--- src/rtl/uart_pkg.sv ---
// Shared defaults, state encodings and frame constants for the UART pair.
package uart_pkg;

  localparam int unsigned DEF_DATA_BITS  = 8;
  localparam int unsigned DEF_OVERSAMPLE = 8;

  // Clock cycles per frame at the default settings: start + data + stop.
  localparam int unsigned FRAME_CYCLES = (DEF_DATA_BITS + 2) * DEF_OVERSAMPLE;

  typedef enum logic [1:0] {
    TX_IDLE,
    TX_START,
    TX_DATA,
    TX_STOP
  } tx_state_t;

  typedef enum logic [1:0] {
    RX_IDLE,
    RX_START,
    RX_DATA,
    RX_STOP
  } rx_state_t;

endpackage

--- src/rtl/uart_receiver.sv ---
// 8N1 deserialiser with 2-FF input synchroniser and mid-bit sampling.
module uart_receiver
  import uart_pkg::*;
#(
  parameter int unsigned OVERSAMPLE = DEF_OVERSAMPLE,
  parameter int unsigned DATA_BITS  = DEF_DATA_BITS
) (
  input  logic                 i_clk,
  input  logic                 i_rst_n,
  input  logic                 i_rx,
  output logic [DATA_BITS-1:0] o_data,
  output logic                 o_valid,
  output logic                 o_frame_err
);

  localparam int unsigned PW = $clog2(OVERSAMPLE);
  localparam int unsigned BW = (DATA_BITS > 1) ? $clog2(DATA_BITS) : 1;
  localparam logic [PW-1:0] PH_LAST   = PW'(OVERSAMPLE - 1);
  localparam logic [PW-1:0] PH_SAMPLE = PW'(OVERSAMPLE / 2);
  localparam logic [BW-1:0] BIT_LAST  = BW'(DATA_BITS - 1);

  logic                 r_s1;
  logic                 r_s2;
  logic                 r_prev;
  rx_state_t            r_state;
  logic [PW-1:0]        r_phase;
  logic [BW-1:0]        r_bit;
  logic [DATA_BITS-1:0] r_shift;
  logic [DATA_BITS-1:0] r_data;
  logic                 r_valid;
  logic                 r_ferr;
  logic                 w_rx_s;
  logic                 w_sample;

  assign w_rx_s   = r_s2;
  assign w_sample = (r_phase == PH_SAMPLE);

  // Two-stage synchroniser plus one delayed copy for falling-edge detection; idles high.
  always_ff @(posedge i_clk or negedge i_rst_n) begin
    if (!i_rst_n) begin
      r_s1   <= 1'b1;
      r_s2   <= 1'b1;
      r_prev <= 1'b1;
    end else begin
      r_s1   <= i_rx;
      r_s2   <= r_s1;
      r_prev <= r_s2;
    end
  end

  // State advances at each mid-bit sample point; the edge cycle counts as phase 0.
  always_ff @(posedge i_clk or negedge i_rst_n) begin
    if (!i_rst_n) begin
      r_state <= RX_IDLE;
      r_phase <= '0;
      r_bit   <= '0;
      r_shift <= '0;
      r_data  <= '0;
      r_valid <= 1'b0;
      r_ferr  <= 1'b0;
    end else begin
      r_valid <= 1'b0;
      r_ferr  <= 1'b0;
      r_phase <= (r_phase == PH_LAST) ? '0 : r_phase + 1'b1;
      case (r_state)
        RX_IDLE: begin
          r_phase <= PW'(1);
          if (r_prev && !w_rx_s) r_state <= RX_START;
        end
        RX_START: begin
          if (w_sample) begin
            if (w_rx_s) begin
              r_state <= RX_IDLE;
            end else begin
              r_state <= RX_DATA;
              r_bit   <= '0;
            end
          end
        end
        RX_DATA: begin
          if (w_sample) begin
            r_shift <= {w_rx_s, r_shift[DATA_BITS-1:1]};
            if (r_bit == BIT_LAST) r_state <= RX_STOP;
            else                   r_bit   <= r_bit + 1'b1;
          end
        end
        RX_STOP: begin
          if (w_sample) begin
            r_state <= RX_IDLE;
            if (w_rx_s) begin
              r_data  <= r_shift;
              r_valid <= 1'b1;
            end else begin
              r_ferr  <= 1'b1;
            end
          end
        end
        default: r_state <= RX_IDLE;
      endcase
    end
  end

  assign o_data      = r_data;
  assign o_valid     = r_valid;
  assign o_frame_err = r_ferr;

endmodule

--- src/rtl/uart_transmitter.sv ---
// 8N1 serialiser: start bit, LSB-first data, one stop bit, OVERSAMPLE cycles per bit.
module uart_transmitter
  import uart_pkg::*;
#(
  parameter int unsigned OVERSAMPLE = DEF_OVERSAMPLE,
  parameter int unsigned DATA_BITS  = DEF_DATA_BITS
) (
  input  logic                 i_clk,
  input  logic                 i_rst_n,
  input  logic [DATA_BITS-1:0] i_data,
  input  logic                 i_valid,
  output logic                 o_ready,
  output logic                 o_tx
);

  localparam int unsigned PW = $clog2(OVERSAMPLE);
  localparam int unsigned BW = (DATA_BITS > 1) ? $clog2(DATA_BITS) : 1;
  localparam logic [PW-1:0] PH_LAST  = PW'(OVERSAMPLE - 1);
  localparam logic [BW-1:0] BIT_LAST = BW'(DATA_BITS - 1);

  tx_state_t            r_state;
  logic [PW-1:0]        r_phase;
  logic [BW-1:0]        r_bit;
  logic [DATA_BITS-1:0] r_shift;
  logic                 r_tx;
  logic                 r_ready;
  logic [DATA_BITS-1:0] w_shift_nxt;
  logic                 w_bit_end;

  // Next shift-register contents and end-of-bit strobe.
  always_comb begin
    w_shift_nxt = r_shift >> 1;
    w_bit_end   = (r_phase == PH_LAST);
  end

  // Frame sequencer; tx and ready are registered so they change only on state edges.
  always_ff @(posedge i_clk or negedge i_rst_n) begin
    if (!i_rst_n) begin
      r_state <= TX_IDLE;
      r_phase <= '0;
      r_bit   <= '0;
      r_shift <= '0;
      r_tx    <= 1'b1;
      r_ready <= 1'b1;
    end else begin
      r_phase <= w_bit_end ? '0 : r_phase + 1'b1;
      case (r_state)
        TX_IDLE: begin
          r_phase <= '0;
          if (i_valid) begin
            r_state <= TX_START;
            r_shift <= i_data;
            r_tx    <= 1'b0;
            r_ready <= 1'b0;
          end
        end
        TX_START: begin
          if (w_bit_end) begin
            r_state <= TX_DATA;
            r_bit   <= '0;
            r_tx    <= r_shift[0];
          end
        end
        TX_DATA: begin
          if (w_bit_end) begin
            if (r_bit == BIT_LAST) begin
              r_state <= TX_STOP;
              r_tx    <= 1'b1;
              r_ready <= 1'b1;
            end else begin
              r_bit   <= r_bit + 1'b1;
              r_shift <= w_shift_nxt;
              r_tx    <= w_shift_nxt[0];
            end
          end
        end
        TX_STOP: begin
          if (w_bit_end) begin
            if (i_valid) begin
              r_state <= TX_START;
              r_shift <= i_data;
              r_tx    <= 1'b0;
              r_ready <= 1'b0;
            end else begin
              r_state <= TX_IDLE;
            end
          end
        end
        default: r_state <= TX_IDLE;
      endcase
    end
  end

  assign o_tx    = r_tx;
  assign o_ready = r_ready;

endmodule

--- src/rtl/uart_tx_rx.sv ---
// UART transmit/receive pair; each direction keeps its own bit-phase counter.
module uart_tx_rx
  import uart_pkg::*;
#(
  parameter int unsigned OVERSAMPLE = DEF_OVERSAMPLE,
  parameter int unsigned DATA_BITS  = DEF_DATA_BITS
) (
  input  logic                 clk,
  input  logic                 rst_n,
  input  logic [DATA_BITS-1:0] tx_data,
  input  logic                 tx_valid,
  output logic                 tx_ready,
  output logic                 tx,
  input  logic                 rx,
  output logic [DATA_BITS-1:0] rx_data,
  output logic                 rx_valid,
  output logic                 rx_frame_err
);

  uart_transmitter #(
    .OVERSAMPLE(OVERSAMPLE),
    .DATA_BITS (DATA_BITS)
  ) u_tx (
    .i_clk  (clk),
    .i_rst_n(rst_n),
    .i_data (tx_data),
    .i_valid(tx_valid),
    .o_ready(tx_ready),
    .o_tx   (tx)
  );

  uart_receiver #(
    .OVERSAMPLE(OVERSAMPLE),
    .DATA_BITS (DATA_BITS)
  ) u_rx (
    .i_clk      (clk),
    .i_rst_n    (rst_n),
    .i_rx       (rx),
    .o_data     (rx_data),
    .o_valid    (rx_valid),
    .o_frame_err(rx_frame_err)
  );

endmodule

--- config.mk ---
export PLATFORM = sky130hd
export DESIGN_NAME = uart_tx_rx
export DESIGN_NICKNAME = d
export VERILOG_FILES = /design/src/rtl/uart_pkg.sv /design/src/rtl/uart_receiver.sv /design/src/rtl/uart_transmitter.sv /design/src/rtl/uart_tx_rx.sv
export SDC_FILE = /design/constraint.sdc
export NUM_CORES = 1
export LEC_CHECK = 0
export ABC_AREA = 1
export BUFFER_PORTS_ARGS = -buffer_cell sky130_fd_sc_hd__buf_2
export CAP_MARGIN = 20
export CORE_MARGIN = 2
export CORE_UTILIZATION = 45
export CTS_CLUSTER_SIZE = 8
export DETAILED_ROUTE_END_ITERATION = 12
export PLACE_DENSITY = 0.66
export RECOVER_POWER = 100
export SYNTH_ARGS = -nofsm -noshare
export SYNTH_HDL_FRONTEND = slang
export SYNTH_SLANG_ARGS = --single-unit
--- constraint.sdc ---
create_clock -name clk -period 2.2 [get_ports clk]
set_input_delay 0.22 -clock clk [delete_from_list [all_inputs] [get_ports clk]]
set_output_delay 0.22 -clock clk [all_outputs]
set_load 0.01 [all_outputs]
==> results of run 1 <==
-- placed cells by master (no fill, tap or decap), drive strengths merged --
cell type,n
clkbuf,19
nand3,6
o21ai,39
a21oi,4
inv,28
ha,20
nand4,2
o21bai,2
nand2,65
nor2,12
buf,12
clkinv,1
dlygate4sd3,1
mux2i,7
o21a,1
nor3,1
dfstp,5
bufinv,2
dfrtp,42
-- worst paths after layout --
path | startpoint | cells after the start | to | slack (ns)
worst max register to register | u_tx.r_state[0] | 7 | u_tx.r_bit[1] | 0.29
max in group asynchronous | rst_n | 3 | u_rx.r_shift[7] | 0.49
worst min-delay path | rx | 1 | u_rx.r_s1 | 0.02
min in group asynchronous | rst_n | 2 | u_tx.r_shift[0] | 0.65
worst min register to register | u_rx.r_s1 | 0 | u_rx.r_s2 | 0.37
worst max-delay path | u_tx.r_state[0] | 7 | u_tx.r_bit[1] | 0.29
-- worst max-delay path, stage by stage, from the launching register on --
cell and delay [ns]:
dfrtp_1 0.43, inv_1 0.16, ha_1 0.58, inv_2 0.14
a21oi_1 0.23, o21ai_2 0.12, nand2_1 0.08, o21ai_1 0.05
-- routing by layer --
layer  vias to the layer above  share of wire [%]  GRT usage [%]
li1                        826                  -              -
met1                       730                 52          20.09
met2                        20                 43          22.23
met3                         5                2.9          2.962
met4                         0                1.5          6.545
met5                         -                  0              0
-- Yosys cell counts --
master    number  area share, %
nand2_1       62            9.9
dfrtp_1       42             45
inv_1         25            4.0
ha_1          20             11
o21ai_2       17            6.4
o21ai_1       15            3.2
nor2_1        11            1.8
mux2i_1        7            3.0
o21ai_0        7            1.5
dfstp_2        5            5.6
inv_2          4           0.64
nand3_1        4           0.85
a21oi_2        3            1.1
buf_6          3            1.4
nand2_2        3           0.80
nand4_1        2           0.53
o21bai_1       2           0.64
a21oi_1        1           0.21
buf_4          1           0.32
nand3_2        1           0.43
nand3_4        1           0.75
nor2_8         1           0.85
nor3_1         1           0.21
o21a_1         1           0.32
-- cells by family after synthesis --
| kind of cell | share of synthesized area, % |
|---|---|
| AO/OA/AOI/OAI | 13.35 |
| flip-flops | 50.45 |
| adder cells (fa/ha/maj) | 10.68 |
| multiplexers | 2.990 |
| buffers and inverters | 6.407 |
| AND/OR/NAND/NOR | 16.12 |
-- cell type report --
class | count | area, µm²
Clock buffer | 6 | 72.57
Clock inverter | 2 | 60.06
Fill cell | 521 | 2510
Inverter | 29 | 108.9
Multi-Input combinational cell | 159 | 933.4
Sequential cell | 47 | 1182
Tap cell | 70 | 87.58
Timing Repair Buffer | 26 | 120.1
-- report_power, final --
group	switching [W]	internal [W]
logic	0.000227	0.000140
clock network	0.000273	0.000454
registers	0.0000518	0.000927
total	0.000552	0.00152
-- flip-flops by register name, indices dropped and copies added (netlist names), 2 cells and up, named ones only --
| signal | flops |
|---|---|
| u_rx.r_phase | 3 |
| u_tx.r_bit | 3 |
| u_tx.r_shift | 8 |
| u_rx.o_data | 8 |
| u_tx.r_phase | 3 |
| u_tx.r_state | 2 |
| u_rx.r_bit | 3 |
| u_rx.r_shift | 8 |
-- metrics by stage --
step / worst slack (ns) / instance area (µm²) / total power, W / hold WS [ns]
floorplan: 0.7624 / 2344 / 0.001301 / -0.07559
global placement: 0.4155 / 2520 / 0.001394 / 0.2047
detailed placement: 0.3411 / 2520 / 0.001397 / 0.2004
CTS: 0.3242 / 2663 / 0.002142 / 0.01149
global route: 0.08645 / 2565 / 0.002213 / 0.01106
finish: 0.2937 / 2565 / 0.002074 / 0.02232
==> run metrics, run 1 <==
ant diodes 0; pin count of the biggest net entering global routing 22; share of cells above drive strength 1 12.27%; YS warnings 0; CORE AREA 5075 µm²; Req. time, crit path 2.38 ns; PortBufs 23; Placer Congestion 0.7558; Crit path arrival time 2.09 ns; Seq/Total Area, Yosys 50.45%; nets 300; Leak 1.306 nW; CTS root buffer clkbuf_8; Remaining DRCs 0; Fmax 524.6 MHz; Synth Instances 239; GRT overflow 0; Placed Cells incl. Taps 330; Max FO, Critical Path 13; post-synth cell types 24; first-pass GRT wire length 6.934 mm; Power Density 808.5 nW/µm²; Num CTS Buffers 5; Sink Count 47; Util after Layout 50.54%; result of the run finished clean; HPWL after DPL 2.671 mm; initial core utilization 46.18%; setup repair bufs after CTS 0; max cap viols 0; fin crit share 86.65%; WL final 3.715 mm; Via Count 1581; Synth Register Bits 47; Worst Tran Pin Value 1.098 ns; RSZ-0062 raised after global routing false; clk_skew 0.005529 ns; htree depth 2; Tmin final 1.906 ns; Final ANT Viol Nets 0; die width 76.17 µm; die area 5801 µm²; kind of critical path reg2reg; maximum vdd drop 0.5566 mV; Area Overhead vs Synth 9.450%; clk buf depth 2; IO Count 24; Syn Area/Cell 9.805 µm²; hold buffers post-CTS 1; clk_lat worst skew 0.29 ns; TritonCTS clock tree yes; routed len/inst 10.96 µm; vias in the first global route 1528; Syn Nets 271; DR iter-0 viols 99; Site Rows 26; Fin Setup TNS 0 ns; Cell Area, Synth 2343 µm²; critical path startpoint category flip-flop; Rel. slew slack 26.77%; Die Ht 76.17 µm; Reg clk slew, reported paths 0.08 ns; Non-Filler Instances 339; worst hold path class in2reg; PostCTS Resize Cnt 0; Overall Global Routing Usage 14.53%; First-pass DRT Iterations 4; Final Hold Fails 0; initial antenna violation count 0; Setup-failing EPs final 0; drt via density 4.664; CP Capture Type flip-flop; max-slew violation count 0
No activity file was read; power rests on OpenSTA's default activity.
==> run 2, diff against run 1 <==
clock period = 1.8 ns   (was 2.2 ns; I/O delays follow)
==> run metrics, run 2 (same netlist as run 1, synthesis figures left out) <==
result of the run finished clean; first-pass GRT wire length 6.837 mm (-1.4%); pin count of the biggest net entering global routing 21 (-4.5%); TritonCTS clock tree yes; GRT overflow 0 (unchanged); Critical Path, Cell by Cell inv_1, ha_1, inv_2, a21oi_1, o21ai_1, nand2_1, o21ai_1; Non-Filler Instances 343 (+1.2%); Area Overhead vs Synth 10.52%; die area 5801 µm² (unchanged); CORE AREA 5075 µm² (unchanged); clk_lat worst skew 0.30 ns (about the same); internal cell power 0.001757 W (+15%); Fin Setup TNS 0 ns (unchanged); Setup-failing EPs final 0 (unchanged); DR iter-0 viols 73 (-26%); PortBufs 23 (unchanged); sequential fraction of design power 48.6% (+1.4 points); combinational share of power 18.6% (+0.9 points); most common cell after layout, fill and taps aside nand2_1; vias in the first global route 1524 (-0.26%); Max FO, Critical Path 6 (-7); htree depth 2 (unchanged); share of cells above drive strength 1 14.29% (+2.0 points); Util after Layout 51.04% (+0.49 points); IO Count 24 (unchanged); critical path startpoint category flip-flop; Site Rows 26 (unchanged); pre-CTS WS 0.1715 ns (-0.1696 ns); Via Count 1590 (+0.57%); CTS root buffer clkbuf_8; max-slew violation count 0 (unchanged); CP Capture Type flip-flop; drt via density 4.636 (-0.60%); Fmax 617.5 MHz (+18%); Overall Global Routing Usage 14.60% (+0.066 points); Power Density 947.2 nW/µm² (+17%); kind of critical path reg2reg; Layout fillers 517 (-0.77%); initial core utilization 46.18% (unchanged); Worst path slowest cell dfrtp_1; ant diodes 0 (unchanged); routed len/inst 11.11 µm (+1.4%); Num CTS Buffers 5 (unchanged); Placed Cells incl. Taps 333 (+0.91%); Worst Tran Pin Value 1.059 ns (-0.03912 ns); Hold WS 0.1367 ns (+0.1144 ns); worst hold path class in2reg; CP peak stage delay 0.45 ns (-0.13 ns); Die Ht 76.17 µm (unchanged); Clk pwr share 32.8% (-2.2 points); RSZ-0062 raised after global routing false; HPWL after DPL 2.714 mm (+1.6%); Tmin final 1.620 ns (-0.2867 ns); Rel. slew slack 29.38% (+2.6 points); maximum vdd drop 0.5447 mV (-2.1%); Req. time, crit path 1.98 ns (-0.40 ns); PostCTS Resize Cnt 0 (unchanged); nets 304 (+1.3%); die width 76.17 µm (unchanged); fin crit share 89.98% (+3.3 points); WL final 3.812 mm (+2.6%); Placer Congestion 0.7936 (+5.0%); setup repair bufs after CTS 0 (unchanged); Sink Count 47 (unchanged); most frequent CP cell o21ai_1; sw frac 28.39% (+1.8 points); Final Hold Fails 0 (unchanged); Crit path arrival time 1.80 ns (-0.29 ns); Final ANT Viol Nets 0 (unchanged); most frequent cells in the layout nand2_1, dfrtp_1, inv_1; max cap viols 0 (unchanged); Setup WS post-layout 0.1804 ns (-0.1133 ns); First-pass DRT Iterations 4 (unchanged); Reg clk slew, reported paths 0.09 ns (about the same); Leak 1.326 nW (+1.5%); Remaining DRCs 0 (unchanged); clk buf depth 2 (unchanged); clk_skew 0.004333 ns (-0.001197 ns); hold buffers post-CTS 2 (+1); Net Sw Power 0.0006964 W (+26%); initial antenna violation count 0 (unchanged)
[run 2: changes by cell type in the layout (fill, tap and decap cells not counted), sizes merged]
cell	before	now
inv	28	29
dlygate4sd3	1	2
bufinv	2	1
buf	12	15
[run 2: stage by stage]
step / power [W] / instance area, µm²
floorplan: 0.001590 / 2344
global placement: 0.001705 / 2542
detailed placement: 0.001709 / 2542
CTS: 0.002526 / 2680
global route: 0.002624 / 2590
finish: 0.002453 / 2590
[run 2: worst paths after layout]
check	from	depth (start not counted)	slack [ns]	end
max	u_tx.r_state[0]	7	0.18	u_tx.r_bit[2]
min	tx_data[7]	3	0.14	u_tx.r_shift[7]
max reg2reg	u_tx.r_state[0]	7	0.18	u_tx.r_bit[2]
min reg2reg	u_rx.r_s1	0	0.36	u_rx.r_s2
max in group asynchronous	rst_n	3	0.20	u_rx.r_prev
min in group asynchronous	rst_n	2	0.62	u_tx.r_shift[4]
[run 2: per-layer routing]
metal	routed length (µm)	GRT usage (%)	up-vias	part of all wire, %
li1	-	-	831	-
met1	1943	19.58	734	51
met2	1690	23.30	19	44
met3	116	3.318	6	3.0
met4	62	5.455	0	1.6
met5	0	0	-	0
[run 2: layout make-up]
type | count | area (µm²) | share of cell area [%]
clock buffers | 6 | 82.58 | 3.188
clock inverters | 2 | 35.03 | 1.353
inverters | 29 | 108.9 | 4.203
multi-input cells | 159 | 940.9 | 36.33
flip-flops and latches | 47 | 1182 | 45.65
well taps | 70 | 87.58 | 3.382
repair buffers | 30 | 152.6 | 5.894
[run 2: critical path, delay by kind of cell, from the launching register on]
| kind | cells | cell delay [ns] |
|---|---|---|
| flops | 1 | 0.45 |
| fa+ha+maj | 1 | 0.30 |
| simple gates | 1 | 0.09 |
| compound gates | 3 | 0.40 |
| buf+inv | 2 | 0.27 |
[run 2: power by group through the flow]
stage,Clock [W],Combinational [W],Sequential [W]
6_report,0.000805,0.000455,0.00119
4_1_cts,0.000831,0.000498,0.00120
3_3_place_gp,0,0.000488,0.00122
2_1_floorplan,0,0.000387,0.00120
5_1_grt,0.000869,0.000548,0.00121
3_5_place_dp,0,0.000492,0.00122
==> run 3, diff against run 2 <==
clock period = 1.7 ns   (was 1.8 ns; I/O delays follow)
==> run metrics, run 3 (same netlist as run 1, synthesis figures left out) <==
kind of critical path reg2reg; Area Overhead vs Synth 10.09%; worst hold path class in2reg; Reg clk slew, reported paths 0.09 ns (about the same); Remaining DRCs 0 (unchanged); max cap viols 0 (unchanged); Max FO, Critical Path 18 (+12); DR iter-0 viols 82 (+12%); Final ANT Viol Nets 0 (unchanged); initial antenna violation count 0 (unchanged); WP buf/inv 2 (unchanged); Leak 1.341 nW (+1.2%); Final Hold Fails 0 (unchanged); CP peak stage delay 0.45 ns (about the same); Fin Setup TNS 0 ns (unchanged); die width 76.17 µm (unchanged); drt via density 4.665 (+0.63%); CP Capture Type flip-flop; ant diodes 0 (unchanged); result of the run finished clean; initial core utilization 46.18% (unchanged); PortBufs 23 (unchanged); most common cell after layout, fill and taps aside nand2_1; clk buf depth 2 (unchanged); CTS root buffer clkbuf_8; WL final 3.848 mm (+0.94%); IO Count 24 (unchanged); share of cells above drive strength 1 15.02% (+0.73 points); CORE AREA 5075 µm² (unchanged); pre-CTS WS 0.1418 ns (-0.02965 ns); Rel. slew slack 33.12% (+3.7 points); Layout fillers 516 (-0.19%); htree depth 2 (unchanged); total power 0.002446 W (-0.31%); maximum vdd drop 0.4796 mV (-12%); Num CTS Buffers 5 (unchanged); Setup-failing EPs final 0 (unchanged); clk_lat worst skew 0.30 ns (about the same); fin crit share 89.11% (-0.86 points); First-pass DRT Iterations 4 (unchanged); Placer Congestion 0.8326 (+4.9%); Req. time, crit path 1.92 ns (-0.06 ns); Sink Count 47 (unchanged); Non-Filler Instances 343 (unchanged); pin count of the biggest net entering global routing 48 (+130%); Site Rows 26 (unchanged); most frequent CP cell inv_1; Setup WS post-layout 0.1851 ns (+0.004674 ns); GRT overflow 0 (unchanged); Overall Global Routing Usage 15.74% (+1.1 points); first-pass GRT wire length 7.410 mm (+8.4%); vias in the first global route 1663 (+9.1%); Critical Path, Cell by Cell inv_1, ha_1, inv_1, nor2_8, nand2_1, o21ai_0; Worst path slowest cell dfrtp_2; die area 5801 µm² (unchanged); HPWL after DPL 2.734 mm (+0.73%); Top delay family on crit path flip-flops; Placed Cells incl. Taps 333 (unchanged); Power Density 947.9 nW/µm² (about the same); Util after Layout 50.84% (-0.20 points); Tmin final 1.515 ns (-0.1047 ns); RSZ-0062 raised after global routing false; Fmax 660.1 MHz (+6.9%); critical path startpoint category flip-flop; nets 304 (unchanged); routed len/inst 11.22 µm (+0.94%); clk_skew 0.004598 ns (+0.0002651 ns); Via Count 1600 (+0.63%); Worst Tran Pin Value 1.003 ns (-0.05613 ns); TritonCTS clock tree yes; most frequent cells in the layout nand2_1, dfrtp_1, o21ai_0; Die Ht 76.17 µm (unchanged); Crit path arrival time 1.74 ns (-0.06 ns); max-slew violation count 0 (unchanged); setup repair bufs after CTS 0 (unchanged)
run 3: area by class of cell:
type | instances | area (µm²) | share of cell area, %
multi-input cells | 159 | 957.2 | 37.10
flip-flops and latches | 47 | 1184 | 45.88
clock inverters | 2 | 12.51 | 0.4850
repair buffers | 30 | 157.7 | 6.111
clock buffers | 6 | 72.57 | 2.813
well taps | 70 | 87.58 | 3.395
inverters | 29 | 108.9 | 4.219
run 3: path summary, 6_finish.rpt:
path | to | from | cells past startpoint | slack, ns
max | u_rx.r_bit[0] | u_rx.r_state[0] | 6 | 0.19
min reg2reg | u_rx.r_s2 | u_rx.r_s1 | 0 | 0.36
min in group asynchronous | u_tx.r_shift[3] | rst_n | 3 | 0.66
max reg2reg | u_rx.r_bit[0] | u_rx.r_state[0] | 6 | 0.19
max in group asynchronous | u_rx.r_state[0] | rst_n | 3 | 0.35
min | u_tx.r_shift[7] | tx_data[7] | 3 | 0.13
run 3: tightest hold or removal path, cell delays in order:
cell     delay (ns)
buf_2          0.10
nand2_1        0.07
o21ai_2        0.06
run 3: metal layers:
metal  vias to the layer above  global-route usage [%]  share of wire [%]
met2                        23                   25.36                 44
met5                         -                       0                  0
met1                       739                   20.65                 51
met3                         6                   3.555                2.8
li1                        832                       -                  -
met4                         0                   6.545                2.2
run 3: per-stage QoR:
step / hold slack (ns) / area [µm²]
floorplan: -0.1256 / 2344
global placement: 0.2770 / 2542
detailed placement: 0.2762 / 2542
CTS: 0.1222 / 2648
global route: 0.1380 / 2580
finish: 0.1300 / 2580
run 3: timing repair:
action	4_1_cts	5_1_grt
endpoints found under the setup margin	0	1
gates resized for setup	0	1
hold buffers	2	0
hold endpoints to repair	43	0
run 3: where the power goes:
part           switching (W)  internal (W)  leakage [nW]
clock network       0.000377      0.000288        0.0412
logic               0.000317      0.000194         0.689
registers          0.0000674       0.00120         0.610
